===== config.mk =====
export PLATFORM = sky130hd
export DESIGN_NAME = priv_trap_sequencer
export DESIGN_NICKNAME = d
export VERILOG_FILES = /design/src/rtl/priv_trap_sequencer.sv
export SDC_FILE = /design/constraint.sdc
export NUM_CORES = 1
export LEC_CHECK = 0
export BUFFER_PORTS_ARGS = -buffer_cell sky130_fd_sc_hd__buf_2
export CAP_MARGIN = 20
export CORE_MARGIN = 5
export CORE_UTILIZATION = 44
export DETAILED_ROUTE_END_ITERATION = 16
export PLACE_DENSITY = 0.77
export SLEW_MARGIN = 5
export SYNTH_ARGS = -nofsm -noshare
export SYNTH_HDL_FRONTEND = slang
export SYNTH_SLANG_ARGS = --single-unit

===== constraint.sdc =====
create_clock -name CLK -period 3 [get_ports CLK]
set_input_delay 0.15 -clock CLK [delete_from_list [all_inputs] [get_ports CLK]]
set_output_delay 0.15 -clock CLK [all_outputs]
set_load 0.05 [all_outputs]

===== src/rtl/priv_trap_sequencer.sv =====
// priv_trap_sequencer: trap entry / mret / wfi sequencing for machine mode.
// Optional feature macro: PRIV_VECTORED_INT_EN (vectored interrupt targets).
module priv_trap_sequencer #(
    parameter int XLEN = 32
) (
    input  logic            CLK,
    input  logic            nRST,
    input  logic [8:0]      exc_req,
    input  logic [2:0]      prot_fault,
    input  logic            timer_int,
    input  logic            soft_int,
    input  logic            ext_int,
    input  logic [2:0]      mie_bits,
    input  logic            mstatus_mie,
    input  logic            ret,
    input  logic            wfi,
    input  logic [XLEN-1:0] epc,
    input  logic [XLEN-1:0] badaddr,
    input  logic            pipe_clear,
    input  logic [XLEN-1:0] mtvec,
    input  logic [XLEN-1:0] mepc_r,
    output logic            insert_pc,
    output logic [XLEN-1:0] priv_pc,
    output logic            intr,
    output logic            trap_we,
    output logic            ret_we,
    output logic [XLEN-1:0] cause_o,
    output logic [XLEN-1:0] epc_o,
    output logic [XLEN-1:0] tval_o,
    output logic            busy
);

    typedef enum logic [1:0] {
        S_IDLE     = 2'd0,
        S_DRAIN    = 2'd1,
        S_REDIRECT = 2'd2,
        S_SLEEP    = 2'd3
    } state_t;

    state_t          r_state;
    state_t          w_next;

    logic [XLEN-1:0] r_cause;
    logic [XLEN-1:0] r_epc;
    logic [XLEN-1:0] r_tval;
    logic            r_intr;
    logic            r_ret;
    logic            r_insert_pc;
    logic            r_trap_we;
    logic            r_ret_we;
    logic [XLEN-1:0] r_priv_pc;
    logic            r_busy;

    logic [8:0]      w_exc;
    logic [2:0]      w_pend;
    logic            w_any_exc;
    logic            w_int_take;
    logic [4:0]      w_exc_code;
    logic [4:0]      w_int_code;
    logic [XLEN-1:0] w_cause_sync;
    logic [XLEN-1:0] w_cause_int;
    logic [XLEN-1:0] w_base;
    logic [XLEN-1:0] w_tgt;
    logic            w_lat_exc;
    logic            w_lat_int;
    logic            w_lat_ret;
    logic            w_enter_redir;

    // PMP/PMA faults fold into the matching access-fault requests
    always_comb begin
        w_exc    = exc_req;
        w_exc[7] = exc_req[7] | prot_fault[2];
        w_exc[5] = exc_req[5] | prot_fault[1];
        w_exc[1] = exc_req[1] | prot_fault[0];
    end

    assign w_pend     = {ext_int, soft_int, timer_int} & mie_bits;
    assign w_any_exc  = |w_exc;
    assign w_int_take = (|w_pend) & mstatus_mie;
    assign w_base     = {mtvec[XLEN-1:2], 2'b00};

    // Fixed-priority pick of the synchronous exception code
    always_comb begin
        w_exc_code = 5'd0;
        if (w_exc[3])      w_exc_code = 5'd3;
        else if (w_exc[1]) w_exc_code = 5'd1;
        else if (w_exc[0]) w_exc_code = 5'd0;
        else if (w_exc[2]) w_exc_code = 5'd2;
        else if (w_exc[8]) w_exc_code = 5'd11;
        else if (w_exc[6]) w_exc_code = 5'd6;
        else if (w_exc[4]) w_exc_code = 5'd4;
        else if (w_exc[7]) w_exc_code = 5'd7;
        else if (w_exc[5]) w_exc_code = 5'd5;
    end

    // Fixed-priority pick of the interrupt code and full cause words
    always_comb begin
        w_int_code = 5'd0;
        if (w_pend[2])      w_int_code = 5'd11;
        else if (w_pend[1]) w_int_code = 5'd3;
        else if (w_pend[0]) w_int_code = 5'd7;
        w_cause_sync             = '0;
        w_cause_sync[4:0]        = w_exc_code;
        w_cause_int              = '0;
        w_cause_int[XLEN-1]      = 1'b1;
        w_cause_int[4:0]         = w_int_code;
    end

    // Redirect target from the latched trap kind
    always_comb begin
        w_tgt = w_base;
        if (r_ret) begin
            w_tgt = mepc_r;
        end
`ifdef PRIV_VECTORED_INT_EN
        else if (r_intr && (mtvec[1:0] == 2'b01)) begin
            w_tgt = w_base + {{(XLEN-7){1'b0}}, r_cause[4:0], 2'b00};
        end
`endif
    end

`ifndef PRIV_VECTORED_INT_EN
    logic w_unused_mode;
    assign w_unused_mode = ^mtvec[1:0];
`endif

    // Next-state and latch-enable decode
    always_comb begin
        w_next    = r_state;
        w_lat_exc = 1'b0;
        w_lat_int = 1'b0;
        w_lat_ret = 1'b0;
        unique case (r_state)
            S_IDLE: begin
                if (w_any_exc) begin
                    w_lat_exc = 1'b1;
                    w_next    = S_DRAIN;
                end else if (w_int_take) begin
                    w_lat_int = 1'b1;
                    w_next    = S_DRAIN;
                end else if (ret) begin
                    w_lat_ret = 1'b1;
                    w_next    = S_DRAIN;
                end else if (wfi) begin
                    w_next    = S_SLEEP;
                end
            end
            S_DRAIN: begin
                if (pipe_clear) w_next = S_REDIRECT;
            end
            S_REDIRECT: begin
                w_next = S_IDLE;
            end
            S_SLEEP: begin
                if (w_any_exc) begin
                    w_lat_exc = 1'b1;
                    w_next    = S_DRAIN;
                end else if (w_int_take) begin
                    w_lat_int = 1'b1;
                    w_next    = S_DRAIN;
                end else if (|w_pend) begin
                    w_next    = S_IDLE;
                end
            end
            default: w_next = S_IDLE;
        endcase
    end

    assign w_enter_redir = (w_next == S_REDIRECT) && (r_state == S_DRAIN);

    // State register
    always_ff @(posedge CLK or negedge nRST) begin
        if (!nRST) r_state <= S_IDLE;
        else       r_state <= w_next;
    end

    // Latched trap record, held from DRAIN entry onward
    always_ff @(posedge CLK or negedge nRST) begin
        if (!nRST) begin
            r_cause <= '0;
            r_epc   <= '0;
            r_tval  <= '0;
            r_intr  <= 1'b0;
            r_ret   <= 1'b0;
        end else if (w_lat_exc) begin
            r_cause <= w_cause_sync;
            r_epc   <= epc;
            r_tval  <= badaddr;
            r_intr  <= 1'b0;
            r_ret   <= 1'b0;
        end else if (w_lat_int) begin
            r_cause <= w_cause_int;
            r_epc   <= epc;
            r_tval  <= '0;
            r_intr  <= 1'b1;
            r_ret   <= 1'b0;
        end else if (w_lat_ret) begin
            r_ret   <= 1'b1;
        end
    end

    // Registered redirect strobes, target and busy flag
    always_ff @(posedge CLK or negedge nRST) begin
        if (!nRST) begin
            r_insert_pc <= 1'b0;
            r_trap_we   <= 1'b0;
            r_ret_we    <= 1'b0;
            r_priv_pc   <= '0;
            r_busy      <= 1'b0;
        end else begin
            r_insert_pc <= w_enter_redir;
            r_trap_we   <= w_enter_redir & ~r_ret;
            r_ret_we    <= w_enter_redir & r_ret;
            if (w_enter_redir) r_priv_pc <= w_tgt;
            r_busy      <= (w_next != S_IDLE);
        end
    end

    assign insert_pc = r_insert_pc;
    assign priv_pc   = r_priv_pc;
    assign intr      = r_intr;
    assign trap_we   = r_trap_we;
    assign ret_we    = r_ret_we;
    assign cause_o   = r_cause;
    assign epc_o     = r_epc;
    assign tval_o    = r_tval;
    assign busy      = r_busy;

endmodule


==> summary.md, run 1 <==
| Metric | Value |
|---|---|
| Comb pwr share | `about 63%` |
| # rows | `38` |
| Pwr per Cell Area | `1350 nW/um2` |
| Routability cong. | `0.792` |
| DRC violations left | `0` |
| CTS Buf Count | `9` |
| Postcts setup bufs | `0` |
| Final antenna-violating net count | `0` |
| Post-synth EDFFs | `0` |
| CP max FO | `31` |
| Layout cells sized above 1 | `39.0%` |
| Ports | `285` |
| Clock power share | `9.4%` |
| Hold Path Class | `in -> reg` |
| Post-synthesis xor/xnor area fraction | `0%` |
| Global-route wire length before repair | `23400 um` |
| Post-synth cell types | `40` |
| Clk sinks | `108` |
| RSZ-0062 raised after global routing | `false` |
| Post-synthesis sequential area ratio | `56.0%` |
| TritonCTS clock tree | `done` |
| Multiplexer share of the synthesized area | `6.63%` |
| Yosys warnings | `0` |
| Final worst path period share | `82.6%` |
| Starting DRT DRC Count | `282` |
| CTS HTree Levels | `3` |
| Post-synthesis cell area | `4830 um2` |
| Drt first pass iters | `5` |
| HPWL after DPL | `just over 10000 um` |
| Reported max-cap violation count | `0` |
| Root Buffer | `clkbuf_8` |
| Diodes inserted | `0` |
| VDD IR max | `0.000930 V` |
| Grt ovf | `0` |
| Fillers | `between 800 and 900` |
| Clock transition at path regs | `0.10 ns` |
| Final Setup Violations | `0` |
| Layout Nets | `around 920` |
| Maximum clock insertion buffer count | `2` |
| Flops & latches, synth | `108` |
| Core ar. | `10800 um2` |
| GRT Total Usage | `22.4%` |
| Die area | `13200 um2` |
| Max-slew violations | `0` |
| Fin crit period | `between 2 and 2.5 ns` |
| Worst Max-Slew Pin Slew | `a little over 0.9 ns` |
| Largest net degree at the start of global routing | `61` |
| Util after Layout | `about 64%` |
| Vias in the first global route | `around 4700` |
| Seq pwr share | `27.9%` |
| Hold Fails Final Rpt | `0` |
| Cell internal pwr | `0.00405 W` |
| Port bufs | `255` |
| Status | `finished clean` |
| Fin Setup TNS | `0 ns` |
| Worst Setup Start Kind | `flip-flop` |
| Via count | `4548` |
| FFs w/ async S/R, synth | `100%` |
| Initial antenna violation count | `0` |
| P&R area growth vs syn | `43.1%` |
| Largest family of logic cells by synthesized area | `compound AO/OA/AOI/OAI gates` |
| DIE HEIGHT | `between 100 and 150 um` |
| DRT Wirelength | `15300 um` |
| F_max | `403 MHz` |
| Synth Area in Simple Gates | `around 13%` |
| Design area | `6910 um2` |
| Post-DP Area | `6120 um2` |
| WS Path Type | `reg -> reg` |
| Die X | `115 um` |
| Synth Area in Adders | `0.777%` |
| Max-slew headroom | `a little under two fifths` |
| CP Data Arrival Time | `around 2.8 ns` |
| Req. time, crit path | `around 3.3 ns` |
| CP endpoint kind | `flip-flop` |
| Synth Area in Compound Gates | `15.6%` |
| Wire per inst | `~17 um` |
| Clock Latency Late Sink | `~0.37 ns` |
| Syn Area/Cell | `roughly 11 um2` |
| Prevailing post-synth register cell | `dfrtp_1` |
| Mapped Cells | `between 400 and 500` |
| P_sw | `~0.0053 W` |
| Clk_skew | `approximately 0.017 ns` |
| Sw Share | `a little under three fifths` |
| CTS resizes | `0` |
| Vias per inst | `5.03` |
| Starting Density | `between 40% and 50%` |
| Static Leak | `roughly 3.5 nW` |
==> sequential cells by signal (all words and copies together) (netlist names), 2 cells and up <==
name and cells:
priv_pc 32, cause_o 5, epc_o 32, r_state 2, tval_o 32
==> area by class of cell <==
type                            instances  area (um2)  share of cell area, %
Tap cell                              140         175                   2.53
Multi-Input combinational cell        313        1850                   26.7
Sequential cell                       108        2700                   39.1
Clock inverter                          6        63.8                  0.923
Timing Repair Buffer                  323        1980                   28.6
Inverter                                5        18.8                  0.272
Clock buffer                           10         128                   1.85
==> worst paths after layout <==
| check | start | endpoint | slack, ns | cells past startpoint |
|---|---|---|---|---|
| min in group asynchronous | nRST | priv_pc[24] | 0.36 | 2 |
| max in group asynchronous | nRST | r_ret | 1.92 | 3 |
| min | badaddr[24] | tval_o[24] | 0.02 | 2 |
| max reg2reg | r_state[1] | priv_pc[25] | 0.52 | 9 |
| max | r_state[1] | priv_pc[25] | 0.52 | 9 |
| min reg2reg | epc_o[1] | epc_o[1] | 0.48 | 2 |
==> per-layer routing <==
| metal | part of all wire [%] | global-route usage [%] | wire length [um] |
|---|---|---|---|
| met5 | 0 | 0 | 0 |
| met4 | 1.6 | 7.28 | 248 |
| met3 | 12 | 7.89 | 1900 |
| met2 | 52 | 40.4 | 7900 |
| met1 | 34 | 24.5 | 5260 |
==> power by group through the flow <==
stage | registers (W) | logic [W] | clock network, W
after global placement | 0.00258 | 0.00564 | 0
final | 0.00261 | 0.00585 | 0.000877
after detailed placement | 0.00259 | 0.00577 | 0
after global routing | 0.00269 | 0.00622 | 0.000959
after floorplan | 0.00501 | 0.00193 | 0
after CTS | 0.00259 | 0.00582 | 0.000901
==> synth_stat cells (4+ instances only) <==
library cell / instances / area share [%]
a21oi_2: 10 / 1.8
a22o_1: 32 / 5.8
a21oi_1: 53 / 5.5
and2_1: 4 / 0.52
inv_1: 5 / 0.39
clkbuf_1: 22 / 1.7
mux2i_1: 32 / 6.6
nand2_1: 100 / 7.8
a31oi_1: 4 / 0.52
dfrtp_1: 108 / 56
buf_4: 28 / 4.4
nor2_1: 16 / 1.2
==> metrics by stage <==
stage	worst slack, ns	hold slack [ns]	cells	total power [W]
global route	0.389	0.000133	905	0.00987
global placement	0.627	0.200	829	0.00822
floorplan	0.692	-0.146	483	0.00695
finish	0.521	0.0205	905	0.00934
CTS	0.524	0.00331	904	0.00931
detailed placement	0.565	0.213	829	0.00836
==> cells in the final DEF, fill, tap and decap left out, types with 4 or more instances in the layout <==
cell type,count
and2_1,4
clkbuf_8,9
conb_1,27
mux2i_1,32
a22o_1,32
dfrtp_1,107
a31oi_1,4
nand2_1,100
nor2_1,14
dlygate4sd3_1,60
buf_4,6
buf_2,254
a21oi_2,10
inv_1,5
a21oi_1,53
==> worst max-delay path, cell delays in order, from the launching register on <==
cell and delay [ns]:
dfrtp_1 0.44, inv_1 0.12, ha_1 0.28, nor2b_1 0.16
a31oi_1 0.05, or4b_4 0.56, a22oi_4 0.16, buf_4 0.34
a21oi_1 0.12, a21oi_1 0.17
==> cell families (layout without fill, tap and decap cells) <==
group | count (synthesis) | count (layout)
compound gates | 110 | 110
fa+ha+maj | 3 | 3
buf+inv | 62 | 344
flops | 108 | 108
mux | 32 | 32
other cells | 1 | 27
simple gates | 141 | 141
==> repair_timing <==
item | CTS | global route
hold buffers | 59 | 1
endpoints found under the hold margin | 106 | 1
setup endpoints to repair | 0 | 0
Note: power is estimated with default switching activity, not from simulation.
==> run 2: changes to the inputs <==
==> constraint.sdc (replaced) <==
create_clock -name CLK -period 2.4 [get_ports CLK]
set_input_delay 0.12 -clock CLK [delete_from_list [all_inputs] [get_ports CLK]]
set_output_delay 0.12 -clock CLK [all_outputs]
set_load 0.05 [all_outputs]
==> run 2 against run 1 <==
Effect of this change:
- register-to-register slack lost 0.43 ns
- die area stayed put
- largest power group unchanged
- combinational power grew 26%
- clock skew is 0.0062 ns lower
- critical path type unchanged
- global-route usage grew 0.51 points
==> summary.md, run 2 (same netlist as run 1, synthesis figures left out) <==
| Metric | Value |
|---|---|
| Hold path start | `mtvec[30]` |
| Total placed cells including tap cells | `~830` |
| P&R area growth vs syn | `46.0%` |
| Clock transition at path regs | `0.10 ns` |
| Final Setup Violations | `0` |
| VDD IR max | `roughly 0.0013 V` |
| Reg-to-Reg Start | `r_state[0]` |
| Hold slack | `~0.052 ns` |
| Layout Nets | `925` |
| Root Buffer | `clkbuf_8` |
| Ports | `285` |
| Routability cong. | `0.799` |
| Starting DRT DRC Count | `247` |
| Fin crit period | `2.31 ns` |
| CTS Buf Count | `9` |
| Hold Path Cell Cnt | `3` |
| Worst hold endpoint | `priv_pc[30]` |
| TritonCTS clock tree | `done` |
| CP max FO | `31` |
| Max-slew violations | `0` |
| CTS HTree Levels | `3` |
| Commonest non-fill, non-tap cell in the layout | `buf_2` |
| Largest net degree at the start of global routing | `64` |
| Static Leak | `approximately 3.6 nW` |
| Starting Density | `44.7%` |
| Multi-input logic area | `1850 um2` |
| F_max | `433 MHz` |
| Worst Max-Slew Pin Slew | `0.886 ns` |
| CP endpoint kind | `flip-flop` |
| RSZ-0062 raised after global routing | `true` |
| Reg2reg end | `priv_pc[25]` |
| Pwr per Cell Area | `1680 nW/um2` |
| CP Data Arrival Time | `2.58 ns` |
| Fin cells | `916` |
| Clk_skew | `about 0.010 ns` |
| Via count | `4561` |
| Most frequent cells in the layout | `buf_2 (254), dfrtp_1 (106), nand2_1 (100), dlygate4sd3_1 (66), a21oi_1 (53)` |
| Power after layout | `roughly 0.012 W` |
| Port bufs | `255` |
| Final antenna-violating net count | `0` |
| Core ar. | `10800 um2` |
| Drt first pass iters | `5` |
| Worst Setup Start Kind | `flip-flop` |
| Hold Fails Final Rpt | `0` |
| Reported max-cap violation count | `0` |
| Maximum clock insertion buffer count | `2` |
| Clk sinks | `108` |
| Layout cells sized above 1 | `39.1%` |
| Global-route wire length before repair | `23900 um` |
| Die X | `115 um` |
| # rows | `38` |
| Vias in the first global route | `4723` |
| DIE HEIGHT | `115 um` |
| WS Path Type | `reg -> reg` |
| Status | `finished clean` |
| Max-slew headroom | `roughly two fifths` |
| Fillers | `811` |
| Initial antenna violation count | `0` |
| DRC violations left | `0` |
| Vias per inst | `4.98` |
| Reg2Reg Depth | `9` |
| FF+latch area | `2710 um2` |
| Die area | `~13000 um2` |
| Req. time, crit path | `2.67 ns` |
| Reg2Reg Setup Slack | `0.09 ns` |
| Grt ovf | `0` |
| Postcts setup bufs | `0` |
| Hold Path Class | `in -> reg` |
| Clock Latency Late Sink | `between 0.3 and 0.4 ns` |
| Wire per inst | `17.1 um` |
| Final worst path period share | `96.2%` |
| GRT Total Usage | `22.9%` |
| Util after Layout | `65.3%` |
| HPWL after DPL | `approximately 10000 um` |
| DRT Wirelength | `approximately 16000 um` |
==> run 2: cell count changes in the layout (fill, tap and decap cells not counted), sizes merged <==
cell / previous run / this run
buf: 263 / 266
bufinv: 1 / 2
clkbuf: 10 / 11
clkinv: 3 / 2
clkinvlp: 1 / 0
diode: 0 / 2
dlygate4sd3: 60 / 66
==> run 2: cell type report <==
type | instances | area share [%]
Antenna cell | 2 | 0.0710
Clock buffer | 10 | 1.81
Clock inverter | 5 | 1.22
Inverter | 5 | 0.266
Multi-Input combinational cell | 313 | 26.2
Sequential cell | 108 | 38.4
Tap cell | 140 | 2.48
Timing Repair Buffer | 333 | 29.6
==> run 2: power breakdown <==
part | total (W) | internal, W | switching [W]
sequential | 0.00327 | 0.00275 | 0.000521
combinational | 0.00738 | 0.00188 | 0.00551
clock | 0.00119 | 0.000591 | 0.000598
==> run 2: what timing repair did <==
action,in CTS,in global routing
hold buffers,66,0
setup endpoints to repair,0,24
gates resized for setup,0,2
endpoints found under the hold margin,119,0
==> run 2: metal layers <==
layer | global-route usage, % | part of all wire, %
met1 | 26.9 | 36
met2 | 39.7 | 51
met3 | 6.89 | 11
met4 | 8.29 | 1.6
met5 | 0 | 0
==> run 2: stage by stage <==
step           instance area (um2)  setup slack [ns]  TNS, ns
3_3_place_gp                  6140            0.0734        0
2_1_floorplan                 4930             0.122        0
6_report                      7050            0.0912        0
5_1_grt                       7040           -0.0500   -0.247
3_5_place_dp                  6140            0.0269        0
4_1_cts                       7020            0.0776        0
==> run 2: how the worst max path moves through the flow <==
stage	startpoint	endpoint	slack [ns]
2_1_floorplan	prot_fault[1]	priv_pc[12]	0.12
3_3_place_gp	prot_fault[1]	priv_pc[1]	0.07
3_5_place_dp	prot_fault[1]	priv_pc[25]	0.03
4_1_cts	r_state[0]	priv_pc[25]	0.08
5_1_grt	r_state[0]	priv_pc[5]	-0.05
6_report	r_state[0]	priv_pc[25]	0.09
==> run 2: worst max-delay path: stages, from the launching register on <==
cell	delay (ns)
dfrtp_2	0.45
inv_1	0.07
ha_1	0.18
nor2b_1	0.14
a31oi_1	0.05
or4b_4	0.55
a22oi_4	0.17
buf_4	0.33
a21oi_1	0.11
a21oi_1	0.17
